`config.mk`:
```
export PLATFORM = sky130hd
export DESIGN_NAME = fp32_mant_add_ldz
export DESIGN_NICKNAME = d
export VERILOG_FILES = /design/src/rtl/fp32_mant_add_ldz.sv
export SDC_FILE = /design/constraint.sdc
export NUM_CORES = 1
export LEC_CHECK = 0
export ABC_AREA = 1
export BUFFER_PORTS_ARGS = -buffer_cell sky130_fd_sc_hd__buf_2
export CAP_MARGIN = 20
export CORE_UTILIZATION = 35
export DETAILED_ROUTE_END_ITERATION = 6
export GPL_TIMING_DRIVEN = 0
export PLACE_DENSITY = 0.57
export SLEW_MARGIN = 25
export SYNTH_ARGS = -nofsm -noshare
export SYNTH_HDL_FRONTEND = slang
export SYNTH_SLANG_ARGS = --single-unit
```
`constraint.sdc`:
```
create_clock -name clk -period 1 [get_ports clk]
set_input_delay 0.2 -clock clk [delete_from_list [all_inputs] [get_ports clk]]
set_output_delay 0.2 -clock clk [all_outputs]
set_load 0.005 [all_outputs]
```
`src/rtl/fp32_mant_add_ldz.sv`:
```
// fp32_mant_add_ldz: one-stage aligned-mantissa add/subtract with leading-zero count.
// The count is taken combinationally from the same sum that gets registered, so both outputs always agree.
module fp32_mant_add_ldz #(
  parameter int WIDTH = 48
) (
  input  logic             clk,
  input  logic             rst_n,
  input  logic             in_valid,
  input  logic             s_a,
  input  logic             s_b,
  input  logic [WIDTH-1:0] l_shift,
  input  logic [WIDTH-1:0] s_shift,
  output logic             out_valid,
  output logic             xor_o,
  output logic [WIDTH-1:0] adder_1_o,
  output logic [7:0]       ldz_o
);
  logic             op;
  logic [WIDTH-1:0] sum;
  logic [7:0]       lz;
  assign op  = s_a ^ s_b;
  assign sum = op ? l_shift - s_shift : l_shift + s_shift;
  // Ascending scan so the highest set bit wins; an all-zero sum keeps WIDTH.
  always_comb begin
    lz = 8'(WIDTH);
    for (int i = 0; i < WIDTH; i++) lz = sum[i] ? 8'(WIDTH - 1 - i) : lz;
  end
  always_ff @(posedge clk or negedge rst_n) begin
    if (!rst_n) begin
      out_valid <= 1'b0;
      xor_o     <= 1'b0;
      adder_1_o <= '0;
      ldz_o     <= 8'h00;
    end else begin
      out_valid <= in_valid;
      if (in_valid) begin
        xor_o     <= op;
        adder_1_o <= sum;
        ldz_o     <= lz;
      end
    end
  end
endmodule

```
# --- After elaboration in Yosys (flattened, before gate mapping) ---
# Cells that the tools add are included.
op_classes:
  addsub: 2
  multipliers: 0
  n_div: 0
  n_lt_le_gt_ge: 0
  n_eq_ne: 0
  shifts: 0
  muxes: 49
  bitwise: 1
  reduce_logical: 0
ops:
  columns: ["operator", "n"]
  rows:
  - ["two-way mux 6 bit", 32]
  - ["two-way mux 5 bit", 16]
  - ["adder 48 bit", 1]
  - ["two-way mux 48 bit", 1]
  - ["subtractor 48 bit", 1]
  - ["XOR 1 bit", 1]
word_totals:
  register_bits: 58
  latchBits: 0
  mem_bits_rw: 0
  rom_bits: 0
  inputBits: 101
  output_inout_bits: 58
  elab_cells: 56
  memories: 0

# --- Longest topological paths before layout ---
# Gate-level depths: netlist of the first run.
depth:
  ltp_word: 50
  mapped_depth: 59
  ltp_nobuf: 59

# --- Worst setup path after synthesis of the first run ---
# Ideal clock, no wire load.
synth_timing:
  kind: "input port to flip-flop"
  from: "input port s_b"
  to: "register ldz_o[2]"
  setup_ns: 0.121
  arrival_time_ns: 4.434
  required_ns: 0.879
  setup_slack_ns: -3.555
  stages: 39
  path_buffers: 2
  cell_sequence: "or2_2 nand2_1 clkbuf_1 clkbuf_1 nand2_1 xnor2_1 inv_1 ha_1 a21oi_2 nor2_1 nor2_2 nand2_2 nand2_2 nand2_2 nand2_2 nand2_4 nand3b_4 nand2_4 (+3 left out) o21ai_4 a21o_1 nand2_1 nand2_2 a21boi_2 o21ai_2 nand3_2 nand2_2 nand2_2 nand2_4 nand2_4 nand2_4 xnor2_2 nand2_1 nor3_1 nand2_1 nand2_1 o21ai_1"
synth_between:
  elab_chain_len: 50
synth_lines:
  columns: ["element", "line_no", "text"]
  rows:
  - ["from (decl)", "10", "input logic s_b,"]
  - ["XOR 1 bit (*)", "21", "assign op = s_a ^ s_b;"]
  - ["two-way mux 48 bit (*)", "22", "assign sum = op ? l_shift - s_shift : l_shift + s_shift;"]
  - ["two-way mux 5 bit (16 in series)", "26", "for (int i = 0; i < WIDTH; i++) lz = sum[i] ? 8'(WIDTH - 1 - i) : lz;"]
  - ["two-way mux 6 bit (31 in series)", "26", null]
  - ["two-way mux 6 bit (*)", "26", null]
  - ["to (signal assigned)", "39", "ldz_o <= lz;"]
  - ["to (decl)", "16", "output logic [7:0] ldz_o"]
# Mark *: on every way between the ends. The rest lies on a longest branch, timed or not.
# A chain may end at the register's enable or synchronous reset.

# --- Final worst setup path of the first run ---
layout_timing:
  from: "input port s_shift[1]"
  to: "register ldz_o[4]"
layout_between:
  elab_chain_len: 49
  word_cells_on_any_way: 50
  cone_classes: "add/sub (2); mux (48)"
layout_lines:
  columns: ["element", "line_no", "text"]
  rows:
  - ["from (decl)", "12", "input logic [WIDTH-1:0] s_shift,"]
  - ["adder 48 bit or subtractor 48 bit (tied branches)", "22", null]
  - ["two-way mux 48 bit (*)", "22", null]
  - ["two-way mux 5 bit (15 in series)", "26", null]
  - ["two-way mux 6 bit (31 in series)", "26", null]
  - ["two-way mux 6 bit (*)", "26", null]
# Marked as above.

==> summary.md, run 1 <==
| Metric | Value |
|---|---|
| Status | `finished, violations left` |
| Failing checks | `hold timing, setup timing` |
| EDFF count, synth | `0` |
| CTS sink cnt | `56` |
| Net count, final | `1,316` |
| Top cell type's share of synthesized area | `0.229` |
| Initial antenna violation count | `0` |
| Synth cell types | `49` |
| Pwr per Cell Area | `1600 nW/um^2` |
| WL final | `19.2 mm` |
| Vias in the first global route | `6,252` |
| Clk pwr share | `0.119` |
| Total number of vias | `6,582` |
| Tot Pwr | `15.0 mW` |
| Total track usage | `0.206` |
| Setup crit start kind | `input port` |
| Maximum vdd drop | `0.862 mV` |
| CP Capture Type | `flop` |
| CP Max Fanout | `4` |
| Final worst clock skew | `0 ns` |
| Sequential share of power | `0.216` |
| DR vias/cell | `4.73` |
| Switching Share | `0.426` |
| Sequential cell area | `1400 um^2` |
| Reg clk slew, reported paths | `0.07 ns` |
| First-pass detailed-route iteration total | `4` |
| Dominant synthesized flop cell | `dfrtp_1` |
| CTS tree | `built` |
| Wire length per cell | `13.8 um` |
| Gate power share | `0.665` |
| NetSw | `6.40 mW` |
| Layout cells sized above 1 | `0.425` |
| Final Util | `0.549` |
| Clock Latency Late Sink | `0.29 ns` |
| Leading area contributor after synthesis | `dfrtp_1` |
| P_int | `8.64 mW` |
| Yosys Warn Count | `0` |
| Setup CP Type | `in2reg` |
| Worst Tran Pin Value | `0.734 ns` |
| Hold_ws | `-0.0477 ns` |
| Initial Utilization | `0.357` |
| Buf+Inv Stages, Crit Path | `8` |
| Clock Tree Buf Depth | `2` |
| Setup slack at placement | `-4.26 ns` |
| Cell Area, Synth | `6130 um^2` |
| Count leader, synth | `nand2_1` |
| Placed cell area | `7410 um^2` |
| Worst setup margin | `-3.64 ns` |
| Critical path's top delay family | `simple AND/OR/NAND/NOR gates` |
| Fin. Hold Viols | `54` |
| MaxCap Viol Count | `0` |
| PortBufs | `156` |
| Top cells by area, synth | `dfrtp_1 (23%), nand2_1 (15%), ha_1 (9.8%)` |
| Asr flop ratio synth | `1.00` |
| GPL Wtd Cong | `0.845` |
| Slowest CP cell | `xnor2_1` |
| RSZ-0062 raised after global routing | `yes` |
| Post-synthesis sequential area ratio | `0.229` |
| Layout area overhead | `53.8%` |
| Maximum clock frequency | `215 MHz` |
| Synthesized area per cell | `6.82 um^2` |
| Final Slew Violations | `0` |
| ANT cells | `0` |
| Grt ovf | `0` |
| Hold Crit Class | `in2async` |
| ANT nets after route | `0` |
| Site Rows | `48` |
| CORE AREA | `17,200 um^2` |
| Static leakage | `4.77 nW` |
| WP data required | `1.19 ns` |
| Tcrit/Tclk final | `4.64` |
| Fill cells | `1,693` |
| Most frequent cells after synthesis | `nand2_1 (246), inv_1 (107), nor2_1 (71), o21ai_0 (71), dfrtp_1 (56)` |
| Final instance area | `9430 um^2` |
| Ports | `159` |
| First-pass GRT wire length | `30.2 mm` |
| Cells after Synth | `898` |
| Synth Register Bits | `56` |
| Die Wd | `134 um` |
| H-tree levels | `2` |
| Normalized max-slew margin | `0.511` |
| CP dominant cell by count | `nor2_2` |
| DRC errors left | `0` |
| Die Area | `18,000 um^2` |
| Initial DRC count | `246` |
| Largest net degree at the start of global routing | `57` |
| Footprint of the multi-input gates | `5270 um^2` |
| Worst Path Arrival | `4.83 ns` |
| Max incr delay on CP | `0.36 ns` |
| Post-layout min period | `4.64 ns` |
| DIE HEIGHT | `134 um` |
| CTS Root Cell | `clkbuf_16` |
| Final setup violation count | `90` |
| DP HPWL | `14.5 mm` |
| Total CTS buffers | `5` |
## routing by layer
layer | routed length (um) | track usage
met1 | 8930 | 0.287
met4 | 127 | 0.0181
met2 | 9510 | 0.358
met3 | 651 | 0.0200
met5 | 0 | 0
## power groups by stage
| stage | logic, mW | clock network (mW) | registers, mW |
|---|---|---|---|
| 5_1_grt | 11.0 | 1.94 | 3.32 |
| 2_1_floorplan | 4.65 | 0 | 3.30 |
| 6_report | 10.0 | 1.79 | 3.25 |
| 3_3_place_gp | 6.79 | 0 | 3.30 |
| 4_1_cts | 8.65 | 1.83 | 3.25 |
| 3_5_place_dp | 6.85 | 0 | 3.29 |
## layout by cell type (no fill, tap or decap), drive strengths merged, types with 38 or more instances in the layout
cell,n
dfrtp,56
nand2,274
xor2,48
xnor2,38
nor2,73
o21ai,78
a21oi,56
inv,115
ha,48
buf,262
## through the flow
step / TNS (ns) / cells / hold WS, ns
floorplan: -110.45 / 899 / -0.0956
global placement: -168.24 / 1280 / 0.409
detailed placement: -148.47 / 1280 / 0.311
CTS: -120.82 / 1357 / -0.00166
global route: -134.76 / 1392 / 0.0253
finish: -122.15 / 1392 / -0.0477
## kinds of logic after synthesis
family                     count (synthesis)  share of synthesized area
other                                      1                   0.000612
adders and majority gates                 49                      0.101
buffers and inverters                    132                     0.0821
xor gates and xnor gates                  86                      0.130
and+or+nand+nor                          415                      0.298
DFF                                       56                      0.229
AOI/OAI and AO/OA                        159                      0.159
## sequential cells by signal, indices dropped and copies added, names as in the netlist
| register | count |
|---|---|
| adder_1_o | 48 |
| ldz_o | 6 |
| out_valid | 1 |
| xor_o | 1 |
## area by class of cell
type                       count  share of cell area
sequential                    56               0.149
clock buffer                   8              0.0155
inverter                     115              0.0492
timing repair buffer         260               0.179
buffer                        17              0.0183
tap                          225              0.0299
multi-input combinational    711               0.559
## what timing repair did
action / CTS / global route
buffers inserted: 74 / 37
setup endpoints to repair: 104 / 110
endpoints found under the hold margin: 7 / 0
gates resized for setup: 135 / 124
pin swaps: 70 / 81
## worst reg2reg max path, stage by stage (launching register included)
cell	delay [ns]
dfrtp_1	0.39
buf_4	0.14
buf_4	0.12
nand2_1	0.05
o21ai_1	0.06
## worst paths after layout
kind                                            from                         to  slack, ns  depth (start not counted)
max in group asynchronous                      rst_n   adder_1_o[7]$_DFFE_PN0P_       0.54                          1
setup / recovery                          s_shift[1]       ldz_o[4]$_DFFE_PN0P_      -3.64                         34
min in group clk                            in_valid        out_valid$_DFF_PN0_       0.12                          1
hold / removal                                 rst_n   adder_1_o[0]$_DFFE_PN0P_      -0.05                          1
setup reg to reg           adder_1_o[14]$_DFFE_PN0P_  adder_1_o[14]$_DFFE_PN0P_       0.12                          4
hold reg to reg            adder_1_o[33]$_DFFE_PN0P_  adder_1_o[33]$_DFFE_PN0P_       0.48                          2
Power figures use the tool's default switching activity.
==> run 2: changes to the inputs <==
--- a/config.mk
+++ b/config.mk
@@ -8,10 +8,10 @@
 export ABC_AREA = 1
 export BUFFER_PORTS_ARGS = -buffer_cell sky130_fd_sc_hd__buf_2
 export CAP_MARGIN = 20
-export CORE_UTILIZATION = 35
+export CORE_UTILIZATION = 55
 export DETAILED_ROUTE_END_ITERATION = 6
 export GPL_TIMING_DRIVEN = 0
-export PLACE_DENSITY = 0.57
+export PLACE_DENSITY = 0.83
 export SLEW_MARGIN = 25
 export SYNTH_ARGS = -nofsm -noshare
 export SYNTH_HDL_FRONTEND = slang
==> run 2 against run 1 <==
Register-to-register slack lost 0.21 ns. Sequential share of layout area is 0.53 points lower. Largest power group unchanged. Largest cell class unchanged. Sequential power rose by 2%. Worst hold slack improved by 0.16 ns. The run ends with DRC, setup timing left. Critical path depth increased by 11. Cell count fell by 3.5%. Clock skew did not move.
==> summary.md, run 2 (synthesis gave the netlist of run 1 again) <==
| Metric | Value |
|---|---|
| Fin. Hold Viols | `0` |
| CP dominant cell by count | `nand2_1` |
| First-pass GRT wire length | `29.6 mm` |
| Hold Path Origin | `in_valid` |
| WP data required | `1.20 ns` |
| RSZ-0062 raised after global routing | `yes` |
| Total CTS buffers | `5` |
| Clock Tree Buf Depth | `2` |
| CP Max Fanout | `5` |
| DP HPWL | `13.1 mm` |
| Pwr per Cell Area | `1730 nW/um^2` |
| Slowest CP cell | `ha_4` |
| Final setup violation count | `110` |
| First-pass detailed-route iteration total | `7` |
| Endpoint, Worst Hold | `out_valid$_DFF_PN0_` |
| CORE AREA | `10,800 um^2` |
| Largest net degree at the start of global routing | `57` |
| Grt ovf | `0` |
| Post-placement cell count | `1,195` |
| Layout cells sized above 1 | `0.455` |
| DRC errors left | `41` |
| Site Rows | `38` |
| Maximum vdd drop | `1.14 mV` |
| Biggest register | `adder_1_o` |
| Total track usage | `0.319` |
| WL final | `28.1 mm` |
| Static leakage | `5.00 nW` |
| GPL Wtd Cong | `0.955` |
| Gate power share | `0.722` |
| Total number of vias | `8,487` |
| Commonest non-fill, non-tap cell in the layout | `nand2_1` |
| NetSw | `7.94 mW` |
| MaxCap Viol Count | `0` |
| Worst Path Arrival | `5.55 ns` |
| Setup TNS | `-146.02 ns` |
| H-tree levels | `2` |
| Worst Reg-to-Reg Cells | `4` |
| Failing checks | `DRC, setup timing` |
| Tcrit/Tclk final | `5.34` |
| Ports | `159` |
| Sequential share of power | `0.195` |
| DR vias/cell | `6.32` |
| Setup CP Type | `in2reg` |
| Final worst clock skew | `0 ns` |
| Reg clk slew, reported paths | `0.10 ns` |
| Max incr delay on CP | `0.29 ns` |
| CP Capture Type | `flop` |
| Final Slew Violations | `0` |
| CP startpoint | `s_a` |
| Switching Share | `0.469` |
| Worst Tran Pin Value | `0.714 ns` |
| Net count, final | `1,353` |
| PortBufs | `156` |
| Normalized max-slew margin | `0.524` |
| Post-layout min period | `5.34 ns` |
| ANT nets after route | `0` |
| CTS sink cnt | `56` |
| Non-Filler Instances | `1,343` |
| Wire length per cell | `21.0 um` |
| Layout area overhead | `59.6%` |
| Worst setup margin | `-4.34 ns` |
| Tot Pwr | `16.9 mW` |
| P_int | `8.99 mW` |
| Maximum clock frequency | `187 MHz` |
| Vias in the first global route | `6,566` |
| R2R Setup Slk | `-0.09 ns` |
| CTS tree | `built` |
| Hold Crit Class | `in2reg` |
| ANT cells | `0` |
| Clock Latency Late Sink | `0.31 ns` |
| Top flop regs | `adder_1_o (48), ldz_o (6)` |
| CTS Root Cell | `clkbuf_8` |
| Reg-to-reg endpoint | `adder_1_o[13]$_DFFE_PN0P_` |
| Initial antenna violation count | `0` |
| Status | `finished, violations left` |
| Die Wd | `108 um` |
| DIE HEIGHT | `108 um` |
| Max reg flops | `48` |
| Setup crit start kind | `input port` |
| Reg-to-reg startpoint | `adder_1_o[13]$_DFFE_PN0P_` |
| Clk pwr share | `0.083` |
| Most frequent cells in the layout | `nand2_1 (206), buf_2 (151), buf_4 (112)` |
| Die Area | `11,600 um^2` |
| Initial DRC count | `1,081` |
| Initial Utilization | `0.565` |
| Hold depth | `1` |
-- run 2: changes by cell type in the layout (fill, tap and decap cells not counted), sizes merged --
cell         before  now
dlygate4sd3       0    1
inv             115  113
clkbuf           23   20
clkinv            0    2
buf             262  300
-- run 2: layout make-up --
cell class,instances,area (um^2)
plain buffers,17,176
clock buffers,7,96.3
fillers,482,1060
inverters,115,469
multi-input cells,711,5430
flip-flops and latches,56,1400
well taps,140,175
repair buffers,297,2030
-- run 2: critical path: cells and delay by family --
| kind | cells | cell delay (ns) |
|---|---|---|
| AND/OR/NAND/NOR | 29 | 2.55 |
| buffers and inverters | 5 | 0.69 |
| XOR/XNOR | 2 | 0.42 |
| adder cells (fa/ha/maj) | 1 | 0.29 |
| AO/OA/AOI/OAI | 8 | 1.36 |
-- run 2: worst max-delay path by stage --
stage,to,slack (ns),cells past startpoint
CTS,ldz_o[5]$_DFFE_PN0P_,-3.49,43
global route,ldz_o[0]$_DFFE_PN0P_,-4.72,41
detailed placement,ldz_o[5]$_DFFE_PN0P_,-4.14,35
finish,ldz_o[0]$_DFFE_PN0P_,-4.34,45
global placement,ldz_o[3]$_DFFE_PN0P_,-4.06,35
floorplan,ldz_o[5]$_DFFE_PN0P_,-3.26,39
-- run 2: what timing repair did --
item,4_1_cts,5_1_grt
hold endpoints to repair,56,0
pin swaps,61,96
hold buffers,1,0
endpoints found under the setup margin,110,167
buffers inserted,64,78
resized for setup,124,181
-- run 2: metrics by stage --
step,util,setup WS [ns],hold slack [ns],cell area [um^2]
after floorplan,-,-3.26,-0.0956,6340
after global placement,0.673,-4.06,0.406,7300
after detailed placement,0.673,-4.14,0.294,7300
after CTS,0.773,-3.49,0.0960,8370
after global routing,0.902,-4.72,0.106,9780
final,0.902,-4.34,0.111,9780
-- run 2: power by group through the flow --
| stage | clock network [mW] | registers (mW) | logic, mW |
|---|---|---|---|
| floorplan | 0 | 3.30 | 4.65 |
| global placement | 0 | 3.25 | 6.57 |
| detailed placement | 0 | 3.27 | 6.71 |
| CTS | 1.32 | 3.21 | 8.27 |
| global route | 1.44 | 3.33 | 12.8 |
| finish | 1.40 | 3.31 | 12.2 |
-- run 2: per-layer routing --
metal,GRT usage,part of all wire
met3,0.0333,0.10
met4,0.0920,0.098
met2,0.581,0.46
met5,0,0
met1,0.395,0.34
==> run 3: changes to the inputs <==
--- a/config.mk
+++ b/config.mk
@@ -8,10 +8,12 @@
 export ABC_AREA = 1
 export BUFFER_PORTS_ARGS = -buffer_cell sky130_fd_sc_hd__buf_2
 export CAP_MARGIN = 20
-export CORE_UTILIZATION = 55
+export CELL_PAD_IN_SITES_DETAIL_PLACEMENT = 1
+export CELL_PAD_IN_SITES_GLOBAL_PLACEMENT = 1
+export CORE_UTILIZATION = 41
 export DETAILED_ROUTE_END_ITERATION = 6
 export GPL_TIMING_DRIVEN = 0
-export PLACE_DENSITY = 0.83
+export PLACE_DENSITY = 0.87
 export SLEW_MARGIN = 25
 export SYNTH_ARGS = -nofsm -noshare
 export SYNTH_HDL_FRONTEND = slang
==> run 3 against run 2 <==
The flow finishes with violations (hold timing, setup timing). Clock power up 34%. Register-to-register slack improved by 0.16 ns. Wire length is 33% higher. Via count rose by 3.0%. Largest cell class unchanged.
==> summary.md, run 3 (synthesis gave the netlist of run 1 again) <==
| Metric | Value |
|---|---|
| Status | `finished, violations left` |
| Failing checks | `hold timing, setup timing` |
| Tot Pwr | `18.4 mW` |
| CTS tree | `built` |
| Layout area overhead | `64.8%` |
| Ports | `159` |
| Tcrit/Tclk final | `5.56` |
| RSZ-0062 raised after global routing | `yes` |
| Final worst clock skew | `0 ns` |
| CP dominant cell by count | `nand2_2` |
| Maximum clock frequency | `180 MHz` |
| Biggest register | `adder_1_o` |
| DR vias/cell | `6.27` |
| WL final | `37.5 mm` |
| Die Area | `15,400 um^2` |
| Setup crit start kind | `input port` |
| Slowest CP cell | `ha_1` |
| PortBufs | `156` |
| Clock Latency Late Sink | `0.30 ns` |
| Static leakage | `5.06 nW` |
| Hold Crit Class | `in2async` |
| Normalized max-slew margin | `0.443` |
| Setup CP Type | `in2reg` |
| Net count, final | `1,358` |
| Final setup violation count | `108` |
| First-pass detailed-route iteration total | `5` |
| Site Rows | `44` |
| Total track usage | `0.322` |
| Wire length per cell | `26.9 um` |
| Fill cells | `1,748` |
| Final Slew Violations | `0` |
| Vias in the first global route | `7,716` |
| CP Max Fanout | `4` |
| Commonest non-fill, non-tap cell in the layout | `nand2_1` |
| WP data required | `1.18 ns` |
| Layout cells sized above 1 | `0.474` |
| Pwr per Cell Area | `1820 nW/um^2` |
| H-tree levels | `2` |
| Largest net degree at the start of global routing | `57` |
| DP HPWL | `16.3 mm` |
| Post-layout min period | `5.56 ns` |
| Initial DRC count | `637` |
| Hold_ws | `-0.0109 ns` |
| ANT nets after route | `0` |
| Max reg flops | `48` |
| GPL Wtd Cong | `0.888` |
| R2R Setup Slk | `0.07 ns` |
| Worst Tran Pin Value | `0.835 ns` |
| Grt ovf | `0` |
| CTS Root Cell | `clkbuf_16` |
| Worst Path Arrival | `5.74 ns` |
| Max incr delay on CP | `0.35 ns` |
| Fin. Hold Viols | `11` |
| Total number of vias | `8,740` |
| Initial Utilization | `0.422` |
| Most frequent cells in the layout | `nand2_1 (199), buf_2 (150), buf_4 (108)` |
| CP Capture Type | `flop` |
| DRC errors left | `0` |
| DIE HEIGHT | `124 um` |
| CTS sink cnt | `56` |
| Die Wd | `124 um` |
| MaxCap Viol Count | `0` |
| Worst setup margin | `-4.56 ns` |
| First-pass GRT wire length | `40.3 mm` |
| Top flop regs | `adder_1_o (48), ldz_o (6)` |
| Reg clk slew, reported paths | `0.08 ns` |
| Initial antenna violation count | `2` |
| CORE AREA | `14,500 um^2` |
| Maximum vdd drop | `1.04 mV` |
| Total CTS buffers | `5` |
| Clock Tree Buf Depth | `2` |
| Setup slack at placement | `-4.30 ns` |
run 3: per-layer routing:
metal | up-vias | routed length, um | GRT usage
met2 | 681 | 18400 | 0.593
li1 | 3516 | - | -
met4 | 0 | 3800 | 0.133
met1 | 4198 | 12600 | 0.376
met5 | - | 0 | 0
met3 | 345 | 2710 | 0.0358
run 3: worst paths after layout:
kind | endpoint | start | cells after the start
max | ldz_o[1]$_DFFE_PN0P_ | s_shift[0] | 41
min | adder_1_o[6]$_DFFE_PN0P_ | rst_n | 1
max reg2reg | adder_1_o[17]$_DFFE_PN0P_ | adder_1_o[17]$_DFFE_PN0P_ | 3
min reg2reg | adder_1_o[9]$_DFFE_PN0P_ | adder_1_o[9]$_DFFE_PN0P_ | 2
max in group asynchronous | adder_1_o[12]$_DFFE_PN0P_ | rst_n | 1
min in group clk | out_valid$_DFF_PN0_ | in_valid | 1
run 3: layout make-up:
class	instances	area, um^2	area share
Inverter	115	472	0.0467
Clock buffer	6	129	0.0128
Clock inverter	1	5.00	0.000496
Sequential cell	56	1400	0.139
Timing Repair Buffer	302	2100	0.208
Multi-Input combinational cell	711	5570	0.552
Antenna cell	2	5.00	0.000496
Buffer	17	184	0.0182
Tap cell	184	230	0.0228
run 3: critical path: cells and delay by family:
kind	cells	cell delay (ns)
simple gates	19	2.00
buf+inv	8	0.65
xor+xnor	2	0.44
fa+ha+maj	2	0.47
compound gates	10	1.92
run 3: where the power goes:
part / total, mW / leakage (nW) / internal (mW) / switching [mW]
logic: 13.1 / 4.31 / 5.65 / 7.41
clock network: 1.88 / 0.0667 / 0.921 / 0.958
registers: 3.43 / 0.686 / 2.89 / 0.538
run 3: stage by stage:
step | TNS [ns] | util | area [um^2] | instances
2_1_floorplan | -110.45 | - | 6340 | 899
3_3_place_gp | -164.35 | 0.506 | 7350 | 1239
3_5_place_dp | -151.04 | 0.506 | 7350 | 1239
4_1_cts | -122.66 | 0.599 | 8700 | 1307
5_1_grt | -161.58 | 0.694 | 10100 | 1393
6_report | -156.25 | 0.695 | 10100 | 1394
run 3: timing repair:
action / in CTS / in global routing
hold endpoints to repair: 10 / 0
pin swaps: 58 / 62
resized for setup: 171 / 171
setup buffers: 62 / 88
endpoints found under the setup margin: 103 / 109
